**src/rtl/wt_dcache_ctrl_pkg.sv**
```systemverilog
// Shared types, widths and helpers for the write-through L1 data cache read controller.
package wt_dcache_ctrl_pkg;

  localparam int unsigned XLEN                = 64;
  localparam int unsigned PLEN                = 56;
  localparam int unsigned DCACHE_USER_WIDTH   = 1;
  localparam int unsigned DCACHE_SET_ASSOC    = 8;
  localparam int unsigned DCACHE_OFFSET_WIDTH = 4;
  localparam int unsigned DCACHE_CL_IDX_WIDTH = 8;
  localparam int unsigned DCACHE_INDEX_WIDTH  = DCACHE_CL_IDX_WIDTH + DCACHE_OFFSET_WIDTH;
  localparam int unsigned DCACHE_TAG_WIDTH    = PLEN - DCACHE_INDEX_WIDTH;
  localparam int unsigned CACHE_ID_WIDTH      = 3;

  typedef struct packed {
    logic [DCACHE_INDEX_WIDTH-1:0] address_index;
    logic [DCACHE_TAG_WIDTH-1:0]   address_tag;
    logic [XLEN-1:0]               data_wdata;
    logic [DCACHE_USER_WIDTH-1:0]  data_wuser;
    logic                          data_req;
    logic                          data_we;
    logic [7:0]                    data_be;
    logic [1:0]                    data_size;
    logic                          kill_req;
    logic                          tag_valid;
  } dcache_req_i_t;

  typedef struct packed {
    logic                         data_gnt;
    logic                         data_rvalid;
    logic [XLEN-1:0]              data_rdata;
    logic [DCACHE_USER_WIDTH-1:0] data_ruser;
  } dcache_req_o_t;

  // Single cacheable region described by base and length.
  typedef struct packed {
    logic [PLEN-1:0] cached_base;
    logic [PLEN-1:0] cached_length;
  } ariane_cfg_t;

  localparam ariane_cfg_t ArianeDefaultConfig = '{
    cached_base:   56'h0000_0000_8000_0000,
    cached_length: 56'h0000_0000_4000_0000
  };

  typedef enum logic [2:0] {
    StIdle, StRead, StMissReq, StMissWait, StKillMiss, StKillMissAck, StReplayReq, StReplayRead
  } ctrl_state_e;

  // Offset form avoids overflow of base + length at the top of the address space.
  function automatic logic is_inside_cacheable_regions(ariane_cfg_t cfg, logic [PLEN-1:0] addr);
    return (addr >= cfg.cached_base) && ((addr - cfg.cached_base) < cfg.cached_length);
  endfunction

endpackage

```
**src/rtl/wt_dcache_ctrl.sv**
```systemverilog
// Read controller for one load/PTW port of the write-through L1 data cache.
module wt_dcache_ctrl
  import wt_dcache_ctrl_pkg::*;
#(
  parameter int unsigned RdTxId    = 1,
  parameter ariane_cfg_t ArianeCfg = ArianeDefaultConfig
) (
  input  logic                           clk_i,
  input  logic                           rst_ni,
  input  logic                           cache_en_i,
  input  dcache_req_i_t                  req_port_i,
  output dcache_req_o_t                  req_port_o,
  output logic                           miss_req_o,
  input  logic                           miss_ack_i,
  output logic                           miss_we_o,
  output logic [XLEN-1:0]                miss_wdata_o,
  output logic [DCACHE_USER_WIDTH-1:0]   miss_wuser_o,
  output logic [DCACHE_SET_ASSOC-1:0]    miss_vld_bits_o,
  output logic [PLEN-1:0]                miss_paddr_o,
  output logic                           miss_nc_o,
  output logic [2:0]                     miss_size_o,
  output logic [CACHE_ID_WIDTH-1:0]      miss_id_o,
  input  logic                           miss_replay_i,
  input  logic                           miss_rtrn_vld_i,
  input  logic                           wr_cl_vld_i,
  output logic [DCACHE_TAG_WIDTH-1:0]    rd_tag_o,
  output logic [DCACHE_CL_IDX_WIDTH-1:0] rd_idx_o,
  output logic [DCACHE_OFFSET_WIDTH-1:0] rd_off_o,
  output logic                           rd_req_o,
  input  logic                           rd_ack_i,
  output logic                           rd_tag_only_o,
  input  logic [XLEN-1:0]                rd_data_i,
  input  logic [DCACHE_USER_WIDTH-1:0]   rd_user_i,
  input  logic [DCACHE_SET_ASSOC-1:0]    rd_vld_bits_i,
  input  logic [DCACHE_SET_ASSOC-1:0]    rd_hit_oh_i
);

  ctrl_state_e                   r_state, w_state_d;
  logic [DCACHE_TAG_WIDTH-1:0]   r_tag;
  logic [DCACHE_INDEX_WIDTH-1:0] r_idx;
  logic [1:0]                    r_size;
  logic [DCACHE_SET_ASSOC-1:0]   r_vld_bits;
  logic                          r_rd_ack;

  logic w_gnt, w_rvalid, w_latch_req, w_save_tag, w_port_idx;
  logic [DCACHE_INDEX_WIDTH-1:0] w_idx;
  logic w_unused;

  // Write-side request fields are not used by a read port.
  assign w_unused = ^{req_port_i.data_wdata, req_port_i.data_wuser, req_port_i.data_we,
                      req_port_i.data_be};

  // Next state and handshake decode; kill always wins over other same-cycle events.
  always_comb begin
    w_state_d   = r_state;
    w_gnt       = 1'b0;
    w_rvalid    = 1'b0;
    w_latch_req = 1'b0;
    w_save_tag  = 1'b0;
    w_port_idx  = 1'b0;
    rd_req_o    = 1'b0;
    miss_req_o  = 1'b0;
    unique case (r_state)
      StIdle: begin
        w_port_idx = 1'b1;
        if (req_port_i.data_req) begin
          rd_req_o = 1'b1;
          if (rd_ack_i) begin
            w_gnt       = 1'b1;
            w_latch_req = 1'b1;
            w_state_d   = StRead;
          end
        end
      end
      StRead, StReplayRead: begin
        if (req_port_i.kill_req) begin
          w_rvalid  = 1'b1;
          w_state_d = StIdle;
        end else if (req_port_i.tag_valid || r_state == StReplayRead) begin
          w_save_tag = (r_state == StRead);
          // Array output is stale if a refill collided or the read was never acked.
          if (wr_cl_vld_i || !r_rd_ack) begin
            w_state_d = StReplayReq;
          end else if (|rd_hit_oh_i && cache_en_i) begin
            w_rvalid   = 1'b1;
            w_state_d  = StIdle;
            w_port_idx = 1'b1;
            if (req_port_i.data_req) begin
              rd_req_o = 1'b1;
              if (rd_ack_i) begin
                w_gnt       = 1'b1;
                w_latch_req = 1'b1;
                w_state_d   = StRead;
              end
            end
          end else begin
            w_state_d = StMissReq;
          end
        end
      end
      StMissReq: begin
        miss_req_o = 1'b1;
        if (req_port_i.kill_req) begin
          w_rvalid  = 1'b1;
          w_state_d = miss_ack_i ? StIdle : StKillMissAck;
        end else if (miss_replay_i) begin
          w_state_d = StReplayReq;
        end else if (miss_ack_i) begin
          w_state_d = StMissWait;
        end
      end
      StMissWait: begin
        if (req_port_i.kill_req) begin
          w_rvalid  = 1'b1;
          w_state_d = miss_rtrn_vld_i ? StIdle : StKillMiss;
        end else if (miss_rtrn_vld_i) begin
          w_rvalid  = 1'b1;
          w_state_d = StIdle;
        end
      end
      StReplayReq: begin
        rd_req_o = 1'b1;
        if (req_port_i.kill_req) begin
          w_rvalid  = 1'b1;
          w_state_d = StIdle;
        end else if (rd_ack_i) begin
          w_state_d = StReplayRead;
        end
      end
      // The killed miss is still owned by the miss unit; wait for it to drain.
      StKillMissAck: begin
        miss_req_o = 1'b1;
        if (miss_replay_i) begin
          w_state_d = StIdle;
        end else if (miss_ack_i) begin
          w_state_d = StKillMiss;
        end
      end
      StKillMiss: begin
        if (miss_rtrn_vld_i) w_state_d = StIdle;
      end
      default: w_state_d = StIdle;
    endcase
  end

  // State and datapath latches.
  always_ff @(posedge clk_i or negedge rst_ni) begin
    if (!rst_ni) begin
      r_state    <= StIdle;
      r_tag      <= '0;
      r_idx      <= '0;
      r_size     <= '0;
      r_vld_bits <= '0;
      r_rd_ack   <= 1'b0;
    end else begin
      r_state  <= w_state_d;
      r_rd_ack <= rd_ack_i;
      if (w_latch_req) begin
        r_idx  <= req_port_i.address_index;
        r_size <= req_port_i.data_size;
      end
      if (w_save_tag) begin
        r_tag      <= req_port_i.address_tag;
        r_vld_bits <= rd_vld_bits_i;
      end
    end
  end

  assign w_idx    = w_port_idx ? req_port_i.address_index : r_idx;
  assign rd_idx_o = w_idx[DCACHE_INDEX_WIDTH-1:DCACHE_OFFSET_WIDTH];
  assign rd_off_o = w_idx[DCACHE_OFFSET_WIDTH-1:0];
  assign rd_tag_o = w_save_tag ? req_port_i.address_tag : r_tag;

  assign rd_tag_only_o   = 1'b0;
  assign miss_we_o       = 1'b0;
  assign miss_wdata_o    = '0;
  assign miss_wuser_o    = '0;
  assign miss_vld_bits_o = r_vld_bits;
  assign miss_paddr_o    = {r_tag, r_idx};
  assign miss_nc_o       = !cache_en_i || !is_inside_cacheable_regions(ArianeCfg, miss_paddr_o);
  assign miss_size_o     = {1'b0, r_size};
  assign miss_id_o       = CACHE_ID_WIDTH'(RdTxId);

  assign req_port_o = '{
    data_gnt:    w_gnt,
    data_rvalid: w_rvalid,
    data_rdata:  rd_data_i,
    data_ruser:  rd_user_i
  };

endmodule

```
**config.mk**
```make
export PLATFORM = sky130hd
export DESIGN_NAME = wt_dcache_ctrl
export DESIGN_NICKNAME = d
export VERILOG_FILES = /design/src/rtl/wt_dcache_ctrl_pkg.sv /design/src/rtl/wt_dcache_ctrl.sv
export SDC_FILE = /design/constraint.sdc
export NUM_CORES = 1
export LEC_CHECK = 0
export CAP_MARGIN = 5
export CORE_AREA = 2 2 188 190
export CTS_CLUSTER_SIZE = 14
export DETAILED_ROUTE_END_ITERATION = 10
export DIE_AREA = 0 0 190 192
export DONT_BUFFER_PORTS = 1
export PLACE_DENSITY = 0.32
export SETUP_SLACK_MARGIN = 0.4
export SYNTH_ARGS = -nofsm -noshare
export SYNTH_HDL_FRONTEND = slang
export SYNTH_SLANG_ARGS = --single-unit
```
**constraint.sdc**
```tcl
create_clock -name clk_i -period 4.12 [get_ports clk_i]
set_input_delay 0 -clock clk_i [delete_from_list [all_inputs] [get_ports clk_i]]
set_output_delay 0 -clock clk_i [all_outputs]
set_load 0.005 [all_outputs]
```
==> summary.md <==
| Metric | Value |
|---|---|
| Status | `finished clean` |
| Setup crit end kind | `primary output` |
| Worst Hold Path EP | `req_port_o[11]` |
| Crit Reg-Reg Endpoint | `r_state[2]` |
| Unique masters post-synth | `47` |
| DR pass1 iterations | `5` |
| Sequential Power Share | `0.414` |
| Commonest non-fill, non-tap cell in the layout | `dlygate4sd3_1` |
| Min cycle time layout | `2730 ps` |
| WP data arrival | `2730 ps` |
| Vias per inst | `3.62` |
| Worst Hold Class | `input pin to primary output` |
| Critical path class | `flip-flop to primary output` |
| PwrDens | `649 nW/µm²` |
| H-Tree Depth | `3` |
| Hold_sp | `rd_data_i[10]` |
| Post-synth EDFFs | `0` |
| First-pass GRT wire length | `22,500 µm` |
| Syn. warnings | `0` |
| Max cap viols | `0` |
| Combinational share of power | `0.347` |
| Area delta synth->final | `17.3%` |
| DIE AREA | `36,500 µm²` |
| Dominant synthesized flop cell | `dfrtp_1` |
| Worst-margin pin slew | `972 ps` |
| Clock Path Buffers | `2` |
| CP required | `4120 ps` |
| Num Clock Sinks | `70` |
| Register area share after synthesis | `0.374` |
| Cell count after placement | `829` |
| NumNets Final | `689` |
| Final hold violations | `0` |
| TritonCTS buffer count | `9` |
| Synthesized flop and latch total | `70` |
| Setup violators final | `0` |
| Slew Limit Headroom | `0.346` |
| GPL Wtd Cong | `0.751` |
| Maximum VDD drop | `0.358 mV` |
| Period utilization | `0.663` |
| # port buffers | `0` |
| Core Rows | `68` |
| Pint | `2.14 mW` |
| CTS clk-pin slew, worst paths | `60 ps` |
| Clock Power Share | `0.239` |
| TritonCTS clock tree | `built` |
| Commonest non-fill, non-tap cells in the layout | `dlygate4sd3_1, conb_1, dfrtp_1` |
| Mean Syn Cell Area | `10.1 µm²` |
| Slew Limit Fails | `0` |
| Worst-Skew Late Latency | `360 ps` |
| GRT Residual Overflow | `0` |
| Layout cells sized above 1 | `0.188` |
| Switching pwr | `1.42 mW` |
| Root Buffer | `clkbuf_16` |
| Routed Antenna Nets | `0` |
| Async set-or-reset flop fraction in the synthesized netlist | `1.00` |
| Worst Skew | `14.0 ps` |
| R2r startpoint | `r_state[1]` |
| 1st-iter DRT viols | `147` |
| Routed length per placed instance | `17.4 µm` |
| Height of the die | `192 µm` |
| Worst reg2reg path depth | `5` |
| Antenna violations before repair | `1` |
| Startpoint types | `flip-flop` |
| Vias in the first global route | `3,481` |
| Leak | `2.21 nW` |
| IO Count | `487` |
| Synthesized area | `4680 µm²` |
| Mapped Cells | `464` |
| DR vias | `3,348` |
| RSZ-0062 raised after global routing | `false` |
| Non-Filler Instances | `924` |
| Residual DRC count | `0` |
| Max Clock Freq | `366 MHz` |
| Core box area | `34,300 µm²` |
| Starting Density | `0.137` |
| Pin count of the biggest net entering global routing | `71` |
| Critical path origin | `r_state[1]` |
| Post-DP HPWL | `11,500 µm` |
| Switch share | `0.399` |
| Register-to-register setup slack | `1490 ps` |
| GRT Total Usage | `0.0875` |
| Maximum fanout along the worst path | `25` |
| WL final | `16,100 µm` |
| Die X | `190 µm` |
| WHS Path Cells | `0` |
| TNS Setup | `0 ps` |
## final cells by class
| class | count | area, µm² |
|---|---|---|
| Fill cell | 3806 | 28800 |
| Timing Repair Buffer | 81 | 823 |
| Sequential cell | 70 | 1750 |
| Tap cell | 455 | 569 |
| Clock inverter | 5 | 75.1 |
| Inverter | 4 | 15.0 |
| Clock buffer | 10 | 229 |
| Antenna cell | 1 | 2.50 |
| Multi-Input combinational cell | 298 | 2030 |
## Yosys cell counts (all sizes together) (2+ instances only)
master | n | area share
a211o | 12 | 0.022
a211oi | 2 | 0.0032
a21boi | 2 | 0.0032
a21o | 3 | 0.0048
a21oi | 4 | 0.0091
a22oi | 2 | 0.0032
and3 | 2 | 0.0027
buf | 151 | 0.24
clkbuf | 10 | 0.0080
conb | 2 | 0.0016
dfrtp | 70 | 0.37
inv | 4 | 0.0032
mux2 | 66 | 0.16
nand2 | 17 | 0.014
nand2b | 3 | 0.0040
nand3 | 21 | 0.022
nand3b | 3 | 0.0048
nand4 | 3 | 0.0040
nor2 | 10 | 0.0080
nor2b | 4 | 0.0053
nor3 | 17 | 0.018
nor4 | 6 | 0.0080
nor4bb | 2 | 0.0043
o211ai | 3 | 0.0048
o21ai | 23 | 0.025
o31ai | 2 | 0.0032
or3 | 2 | 0.0027
xnor2 | 3 | 0.0056
## registers in the layout, summed over array words and instances (netlist names)
signal and flops:
r_state 3, r_rd_ack 1, miss_vld_bits_o 8, r_size 2, r_idx 12, r_tag 44
## per-layer routing
layer / up-vias / share of wire / GRT usage
met2: 257 / 0.49 / 0.144
met5: - / 0 / 0
met3: 72 / 0.10 / 0.0345
li1: 1407 / - / -
met4: 0 / 0.070 / 0.0778
met1: 1612 / 0.34 / 0.0856
## power by group through the flow
stage	sequential, mW	combinational [mW]	clock [mW]
6_report	1.48	1.24	0.852
5_1_grt	1.54	1.37	0.918
4_1_cts	1.49	1.26	0.890
3_5_place_dp	1.50	1.16	0
3_3_place_gp	1.49	1.14	0
2_1_floorplan	1.28	1.10	0
## cell families (layout without fill, tap and decap cells)
kind of cell    Yosys count  after routing  synth area share
buf+inv                 165            100             0.249
other cells               2             72           0.00160
xor+xnor                  3              3           0.00561
flops                    70             70             0.374
simple gates             94             94             0.106
compound gates           62             62            0.0948
fa+ha+maj                 1              1           0.00267
mux                      67             67             0.166
## through the flow
stage	utilization	setup WS (ps)	total power [mW]	area, µm²	hold slack [ps]
4_1_cts	0.160	1380	3.64	5490	0.0346
3_3_place_gp	0.128	1690	2.63	4380	-293
6_report	0.160	1390	3.57	5500	0.00181
2_1_floorplan	-	2430	2.38	4940	-296
3_5_place_dp	0.128	1640	2.65	4380	-293
5_1_grt	0.160	1170	3.83	5490	0.00931
## worst max-delay path by stage
| stage | end | slack, ps | depth (start not counted) |
|---|---|---|---|
| 2_1_floorplan | r_idx[0] | 2430 | 5 |
| 3_3_place_gp | rd_idx_o[7] | 1690 | 5 |
| 3_5_place_dp | rd_off_o[3] | 1640 | 5 |
| 4_1_cts | rd_off_o[3] | 1380 | 4 |
| 5_1_grt | rd_off_o[3] | 1170 | 4 |
| 6_report | rd_off_o[0] | 1390 | 4 |
## worst max-delay path, cell delays in order (launching register included)
cell,delay [ps]
dfrtp_1,810
or3b_4,280
a21oi_4,70
a21oi_4,730
mux2_2,440
## timing repair
action | in CTS | in global routing
hold endpoints to repair | 140 | 0
endpoints found under the setup margin | 0 | 0
hold buffers | 79 | 0
setup buffers | 0 | 0
gates resized for setup | 0 | 0
No activity file was read; power rests on OpenSTA's default activity.
